File: config.mk
export PLATFORM = sky130hd
export DESIGN_NAME = i2c_target_regs_flat
export DESIGN_NICKNAME = d
export VERILOG_FILES = /design/src/rtl/i2c_target_regs_if.sv /design/src/rtl/i2c_target_regs.sv /design/src/flat_wrapper.sv
export SDC_FILE = /design/constraint.sdc
export NUM_CORES = 1
export LEC_CHECK = 0
export CELL_PAD_IN_SITES_DETAIL_PLACEMENT = 1
export CELL_PAD_IN_SITES_GLOBAL_PLACEMENT = 1
export CORE_MARGIN = 8
export CORE_UTILIZATION = 43
export DETAILED_ROUTE_END_ITERATION = 6
export DONT_BUFFER_PORTS = 1
export PLACE_DENSITY = 0.8
export SYNTH_ARGS = -nofsm -noshare
export SYNTH_HDL_FRONTEND = slang
export SYNTH_SLANG_ARGS = --single-unit
File: constraint.sdc
create_clock -name clk -period 2 [get_ports clk]
set_clock_uncertainty 0.05 [all_clocks]
set_input_delay 0.1 -clock clk [delete_from_list [all_inputs] [get_ports clk]]
set_output_delay 0.1 -clock clk [all_outputs]
set_load 0.05 [all_outputs]
File: src/rtl/i2c_target_regs_if.sv
// i2c_target_regs_if: register-port bundle between the I2C target and its register file.
// reg_rdy_i is present only when I2C_TARGET_CLK_STRETCH_EN is defined.
interface i2c_target_regs_if;
  logic [7:0] reg_addr_o;
  logic [7:0] reg_wdata_o;
  logic [7:0] reg_rdata_i;
  logic       reg_we_o;
  logic       reg_re_o;
  logic       busy_o;
`ifdef I2C_TARGET_CLK_STRETCH_EN
  logic       reg_rdy_i;
`endif

  modport master (
    output reg_addr_o, reg_wdata_o,
    output reg_we_o, reg_re_o, busy_o,
`ifdef I2C_TARGET_CLK_STRETCH_EN
    input  reg_rdy_i,
`endif
    input  reg_rdata_i
  );

  modport slave (
    input  reg_addr_o, reg_wdata_o,
    input  reg_we_o, reg_re_o, busy_o,
`ifdef I2C_TARGET_CLK_STRETCH_EN
    output reg_rdy_i,
`endif
    output reg_rdata_i
  );
endinterface

File: src/rtl/i2c_target_regs.sv
// i2c_target_regs: oversampled I2C target mapping transfers onto an 8-bit register port.
// Define I2C_TARGET_CLK_STRETCH_EN to hold SCL low until reg_rdy_i before each read byte.
module i2c_target_regs #(
  parameter logic [6:0]  TARGET_ADDR = 7'h51,
  parameter int unsigned FILT_LEN    = 3
) (
  input  logic clk,
  input  logic rst,
  input  logic scl_i,
  output logic scl_o,
  output logic scl_t,
  input  logic sda_i,
  output logic sda_o,
  output logic sda_t,
  i2c_target_regs_if.master rp
);

  typedef enum logic [2:0] {
    IDLE, ADDR, ADDR_ACK, WR_BYTE,
    WR_ACK, RD_BYTE, RD_ACK
  } state_t;

  localparam logic [3:0] FMAX = 4'(FILT_LEN - 1);

  // bit 0 = SCL, bit 1 = SDA
  logic [1:0] s1, s2, filt, filt_q;
  logic [3:0] fcnt [2];

  always_ff @(posedge clk) begin
    if (rst) begin
      s1      <= '1;
      s2      <= '1;
      filt    <= '1;
      filt_q  <= '1;
      fcnt[0] <= '0;
      fcnt[1] <= '0;
    end else begin
      s1     <= {sda_i, scl_i};
      s2     <= s1;
      filt_q <= filt;
      for (int i = 0; i < 2; i++) begin
        if (s2[i] == filt[i]) begin
          fcnt[i] <= '0;
        end else if (fcnt[i] == FMAX) begin
          filt[i] <= s2[i];
          fcnt[i] <= '0;
        end else begin
          fcnt[i] <= fcnt[i] + 4'd1;
        end
      end
    end
  end

  logic sda_f, scl_rise, scl_fall, start, stop;
  assign sda_f    = filt[1];
  assign scl_rise = filt[0] & ~filt_q[0];
  assign scl_fall = ~filt[0] & filt_q[0];
  assign start    = filt[0] & filt_q[0] & filt_q[1] & ~filt[1];
  assign stop     = filt[0] & filt_q[0] & ~filt_q[1] & filt[1];

  state_t     state, state_n;
  logic [3:0] cnt, cnt_n;
  logic [7:0] sr, sr_n, addr_n, wdata_n;
  logic       first_wr, first_wr_n, rw, rw_n;
  logic       sda_t_n, busy_n, we_n, re_n;
  logic       rd_go, rd_first;
`ifdef I2C_TARGET_CLK_STRETCH_EN
  logic       hold, hold_n;
`endif

  assign scl_o = 1'b0;
  assign sda_o = 1'b0;

  always_ff @(posedge clk) begin
    if (rst) begin
      state          <= IDLE;
      cnt            <= '0;
      sr             <= '0;
      first_wr       <= 1'b0;
      rw             <= 1'b0;
      sda_t          <= 1'b1;
      rp.busy_o      <= 1'b0;
      rp.reg_addr_o  <= '0;
      rp.reg_wdata_o <= '0;
      rp.reg_we_o    <= 1'b0;
      rp.reg_re_o    <= 1'b0;
    end else begin
      state          <= state_n;
      cnt            <= cnt_n;
      sr             <= sr_n;
      first_wr       <= first_wr_n;
      rw             <= rw_n;
      sda_t          <= sda_t_n;
      rp.busy_o      <= busy_n;
      rp.reg_addr_o  <= addr_n;
      rp.reg_wdata_o <= wdata_n;
      rp.reg_we_o    <= we_n;
      rp.reg_re_o    <= re_n;
    end
  end

`ifdef I2C_TARGET_CLK_STRETCH_EN
  always_ff @(posedge clk) begin
    if (rst) begin
      hold  <= 1'b0;
      scl_t <= 1'b1;
    end else begin
      hold  <= hold_n;
      scl_t <= ~hold;
    end
  end
`else
  assign scl_t = 1'b1;
`endif

  always_comb begin
    state_n    = state;
    cnt_n      = cnt;
    sr_n       = sr;
    first_wr_n = first_wr;
    rw_n       = rw;
    sda_t_n    = sda_t;
    busy_n     = rp.busy_o;
    addr_n     = rp.reg_addr_o;
    wdata_n    = rp.reg_wdata_o;
    we_n       = 1'b0;
    re_n       = 1'b0;
    rd_go      = 1'b0;
    rd_first   = 1'b0;
`ifdef I2C_TARGET_CLK_STRETCH_EN
    hold_n     = hold;
`endif
    // pointer bump trails the write strobe by one clk
    if (rp.reg_we_o) addr_n = rp.reg_addr_o + 8'd1;
`ifndef I2C_TARGET_CLK_STRETCH_EN
    if (rp.reg_re_o) sr_n = rp.reg_rdata_i;
`endif
    unique case (1'b1)
      stop: begin
        state_n = IDLE;
        sda_t_n = 1'b1;
        busy_n  = 1'b0;
      end
      start: begin
        state_n    = ADDR;
        cnt_n      = '0;
        first_wr_n = 1'b1;
        sda_t_n    = 1'b1;
      end
      default: begin
        unique case (state)
          ADDR: if (scl_rise) begin
            sr_n  = {sr[6:0], sda_f};
            cnt_n = cnt + 4'd1;
            if (cnt == 4'd7) begin
              cnt_n = '0;
              if (sr[6:0] == TARGET_ADDR) begin
                state_n = ADDR_ACK;
                busy_n  = 1'b1;
                rw_n    = sda_f;
                re_n    = sda_f;
              end else begin
                state_n = IDLE;
                busy_n  = 1'b0;
              end
            end
          end
          ADDR_ACK: if (scl_fall) begin
            if (cnt == 4'd0) begin
              sda_t_n = 1'b0;
              cnt_n   = 4'd1;
            end else if (rw) begin
              state_n  = RD_BYTE;
              rd_go    = 1'b1;
              rd_first = 1'b1;
            end else begin
              state_n = WR_BYTE;
              sda_t_n = 1'b1;
              cnt_n   = '0;
            end
          end
          WR_BYTE: if (scl_rise) begin
            sr_n  = {sr[6:0], sda_f};
            cnt_n = cnt + 4'd1;
            if (cnt == 4'd7) begin
              state_n = WR_ACK;
              cnt_n   = '0;
              if (first_wr) begin
                addr_n     = sr_n;
                first_wr_n = 1'b0;
              end else begin
                wdata_n = sr_n;
                we_n    = 1'b1;
              end
            end
          end
          WR_ACK: if (scl_fall) begin
            if (cnt == 4'd0) begin
              sda_t_n = 1'b0;
              cnt_n   = 4'd1;
            end else begin
              state_n = WR_BYTE;
              sda_t_n = 1'b1;
              cnt_n   = '0;
            end
          end
          RD_BYTE: if (scl_fall) begin
            if (cnt == 4'd8) begin
              state_n = RD_ACK;
              sda_t_n = 1'b1;
            end else begin
              rd_go    = 1'b1;
              rd_first = (cnt == 4'd0);
            end
          end
          RD_ACK: if (scl_rise) begin
            addr_n = rp.reg_addr_o + 8'd1;
            if (!sda_f) begin
              state_n = RD_BYTE;
              cnt_n   = '0;
              re_n    = 1'b1;
            end else begin
              state_n = IDLE;
              busy_n  = 1'b0;
            end
          end
          default: ;
        endcase
      end
    endcase
    if (rd_go) begin
`ifdef I2C_TARGET_CLK_STRETCH_EN
      if (rd_first) begin
        hold_n  = 1'b1;
        sda_t_n = 1'b1;
        cnt_n   = '0;
      end else
`endif
      begin
        sda_t_n = sr[7];
        sr_n    = {sr[6:0], 1'b0};
        cnt_n   = rd_first ? 4'd1 : cnt + 4'd1;
      end
    end
`ifdef I2C_TARGET_CLK_STRETCH_EN
    if (stop || start) begin
      hold_n = 1'b0;
    end else if (hold && rp.reg_rdy_i) begin
      hold_n  = 1'b0;
      sda_t_n = rp.reg_rdata_i[7];
      sr_n    = {rp.reg_rdata_i[6:0], 1'b0};
      cnt_n   = 4'd1;
    end
`endif
  end

endmodule
File: src/flat_wrapper.sv
// flat-port wrapper written by rule: the top's interface ports become plain ports
module i2c_target_regs_flat 
#(
  parameter logic [6:0]  TARGET_ADDR = 7'h51,
  parameter int unsigned FILT_LEN    = 3
)
  (clk, rst, scl_i, scl_o, scl_t, sda_i, sda_o, sda_t, rp_reg_addr_o, rp_reg_wdata_o, rp_reg_we_o, rp_reg_re_o, rp_busy_o, rp_reg_rdata_i);
  i2c_target_regs_if rp_i ();
  input  logic clk;
  input  logic rst;
  input  logic scl_i;
  output logic scl_o;
  output logic scl_t;
  input  logic sda_i;
  output logic sda_o;
  output logic sda_t;
  output wire logic [$bits(rp_i.reg_addr_o)-1:0] rp_reg_addr_o;
  output wire logic [$bits(rp_i.reg_wdata_o)-1:0] rp_reg_wdata_o;
  output wire logic [$bits(rp_i.reg_we_o)-1:0] rp_reg_we_o;
  output wire logic [$bits(rp_i.reg_re_o)-1:0] rp_reg_re_o;
  output wire logic [$bits(rp_i.busy_o)-1:0] rp_busy_o;
  input wire logic [$bits(rp_i.reg_rdata_i)-1:0] rp_reg_rdata_i;
  assign rp_reg_addr_o = rp_i.reg_addr_o;
  assign rp_reg_wdata_o = rp_i.reg_wdata_o;
  assign rp_reg_we_o = rp_i.reg_we_o;
  assign rp_reg_re_o = rp_i.reg_re_o;
  assign rp_busy_o = rp_i.busy_o;
  assign rp_i.reg_rdata_i = rp_reg_rdata_i;
  i2c_target_regs #(.TARGET_ADDR(TARGET_ADDR), .FILT_LEN(FILT_LEN)) u_core (.clk(clk), .rst(rst), .scl_i(scl_i), .scl_o(scl_o), .scl_t(scl_t), .sda_i(sda_i), .sda_o(sda_o), .sda_t(sda_t), .rp(rp_i));
endmodule
==> impl_metrics.ini <==
[yosys]
ys_ff_latch = 53
ys_warn_count = 0
synthFlopType = dfxtp_1
synth_area_um2 = 3060
syn_inst = 354
yosysSeqAreaShare_pct = 37.3
synth_edf_count = 8
async_flop_share_pct = 0
postSynthAreaPerCell_um2 = 8.63
ys_types = 66

[route]
detail-route-antenna-nets = 0
drt-pass1-iter-count = 4
viasPerCell = 5.95
vias = 3108
totalWireLength_mm = 11.6
wl_per_cell_um = 22.1
drtIter0Drc = 248
drc = 0

[power]
seqPwrFrac_pct = 57.2
comb_power_share_pct = 7.2
leakage_nw = 1.55
power_density_nw_per_um2 = 479
p_clk_share_pct = 35.7
switching_power_uw = 521
switching_share_pct = 26.9
p_int_mw = 1.42
vdd_ir_drop_max_v = 0.000328

[global_route]
antenna_found_initial = 1
grt_pass1_wl_mm = 16.4
overflow = 0
track_usage_pct = 20.4
grt_pass1_vias = 3128
grt_start_max_net_pins = 32

[timing]
maxSlewHeadroom_pct = 63.6
setup_viol = 15
hold_violations = 0
worst_slack_ns = -0.221
rsz0062_at_grt = true
slew_viol_final = 0
clock.fmax_ghz = 0.450
worst_pin_slew_ns = 0.546
fin_crit_sh_pct = 111
min_period_ns = 2.22

[cts]
clk_pin_slew_ns = 0.13
cts_max_level = 2
tritoncts = yes
cts_root_buffer = clkbuf_8
clkLatencyLatePin_ns = 0.33
clk_path_buf_depth = 2
numCtsBuffers = 5
clock-sinks = 53

[layout]
layout.nets = 443
drive_above_1_share_pct = 31.1
fin_cells = 522
synthToLayoutAreaGrowth_pct = 32.3

[floorplan]
pin_count = 35
die_w_um = 100
rows = 30
initial_core_util_pct = 44.7
die_y_um = 100
core_um2 = 6830
die-area_um2 = 10100

[placed_design]
preCtsSetupSlack_ns = -0.137
gp_congestion = 0.886
dp_cells = 490
hpwl_mm = 6.65
portBuffers = 0

[worst_setup_path]
worstSetupPathType = reg2reg
arrival_ns = 2.42
critPathMaxFanout = 12
start_kind = register
worstPathRequired_ns = 2.20
end_kind = register

[hold_path]
hold_path.class = in2reg

[outcome]
run_status = finished with violations
violations = setup timing

[job]
cap_violations = 0
## timing repair
item | in CTS | in global routing
resized for setup | 12 | 30
hold endpoints to repair | 32 | 0
pin swaps | 7 | 15
hold buffers | 10 | 0
cloned | 0 | 0
setup endpoints to repair | 15 | 32
setup buffers | 3 | 11
## layout by cell type (no fill, tap or decap), drive strengths merged, types with 9 or more instances in the layout
cell,n
buf,67
o21ai,12
conb,11
a21oi,21
dlygate4sd3,9
nand3,14
nand2,25
mux2i,21
xnor2,10
xor2,10
a211oi,11
nor2,50
dfxtp,45
or2,9
## cells in the mapped netlist (all sizes together) (9+ instances only)
| master | instances | area (µm²) |
|---|---|---|
| a211oi | 11 | 82.6 |
| a21oi | 21 | 109 |
| buf | 13 | 70.1 |
| clkbuf | 9 | 33.8 |
| dfxtp | 45 | 901 |
| mux2i | 21 | 210 |
| nand2 | 25 | 93.8 |
| nand3 | 14 | 70.1 |
| nor2 | 50 | 188 |
| o21ai | 12 | 60.1 |
| or2 | 9 | 56.3 |
| xnor2 | 10 | 87.6 |
| xor2 | 10 | 87.6 |
## worst paths after layout
check                    start            to  slack (ns)  cells after the start
max            u_core.state[2]  u_core.sr[6]       -0.22                      9
min          rp_reg_rdata_i[4]  u_core.sr[4]        0.05                      2
max reg2reg    u_core.state[2]  u_core.sr[6]       -0.22                      9
min reg2reg       u_core.s1[1]  u_core.s2[1]        0.38                      1
## area by class of cell
cell class	count	area (µm²)
Fill cell	801	2790
Multi-Input combinational cell	282	2010
Sequential cell	53	1150
Timing Repair Buffer	76	638
Tap cell	96	120
Clock buffer	5	68.8
Clock inverter	3	28.8
Inverter	6	22.5
Antenna cell	1	2.50
## power by group through the flow
stage               sequential [mW]  combinational (mW)  clock (mW)
finish                         1.11               0.139       0.691
global route                   1.11               0.148       0.736
CTS                            1.11               0.123       0.682
detailed placement             1.13              0.0900           0
global placement               1.13              0.0870           0
floorplan                      1.13              0.0753           0
## per-layer routing
| layer | wire length (µm) | GRT usage, % |
|---|---|---|
| met1 | 4870 | 24.8 |
| met2 | 5620 | 33.6 |
| met3 | 559 | 4.36 |
| met4 | 511 | 9.19 |
| met5 | 0 | 0 |
## metrics by stage
step | area [µm²] | TNS [ns] | utilization [%] | hold WS (ns) | total power, mW
6_report | 4040 | -1.92 | 59.2 | 0.0480 | 1.94
5_1_grt | 4040 | -2.92 | 59.2 | 0.0411 | 1.99
4_1_cts | 3830 | -0.934 | 56.0 | 0.0119 | 1.91
3_5_place_dp | 3560 | -1.12 | 52.1 | 0.129 | 1.22
3_3_place_gp | 3560 | -0.399 | 52.1 | 0.127 | 1.22
2_1_floorplan | 3120 | -0.0441 | - | 0.154 | 1.20
## cell families (layout without fill, tap and decap cells)
family | after synthesis | after routing | share of synthesized area (%)
DFF | 53 | 53 | 37.3
muxes | 22 | 22 | 7.25
AOI/OAI and AO/OA | 76 | 76 | 17.6
adders and majority gates | 7 | 7 | 2.87
buffers and inverters | 28 | 90 | 4.13
xor gates and xnor gates | 20 | 20 | 5.73
other | 2 | 12 | 0.246
and+or+nand+nor | 146 | 146 | 24.8
## worst max-delay path, stage by stage, from the launching register on
cell      delay [ns]
dfxtp_2         0.48
buf_4           0.23
nand3b_1        0.23
a21oi_2         0.24
o21a_4          0.18
buf_4           0.16
a21oi_4         0.05
buf_12          0.14
buf_4           0.14
a211oi_2        0.23
## sequential cells by signal, summed over array words and instances, names as in the netlist, 2 cells and up
name	count
u_core.fcnt	8
u_core.rp.reg_addr_o	8
u_core.rp.reg_wdata_o	8
u_core.sr	8
u_core.cnt	4
u_core.state	3
u_core.filt	2
u_core.filt_q	2
u_core.s1	2
u_core.s2	2
No activity file was read; power rests on OpenSTA's default activity.
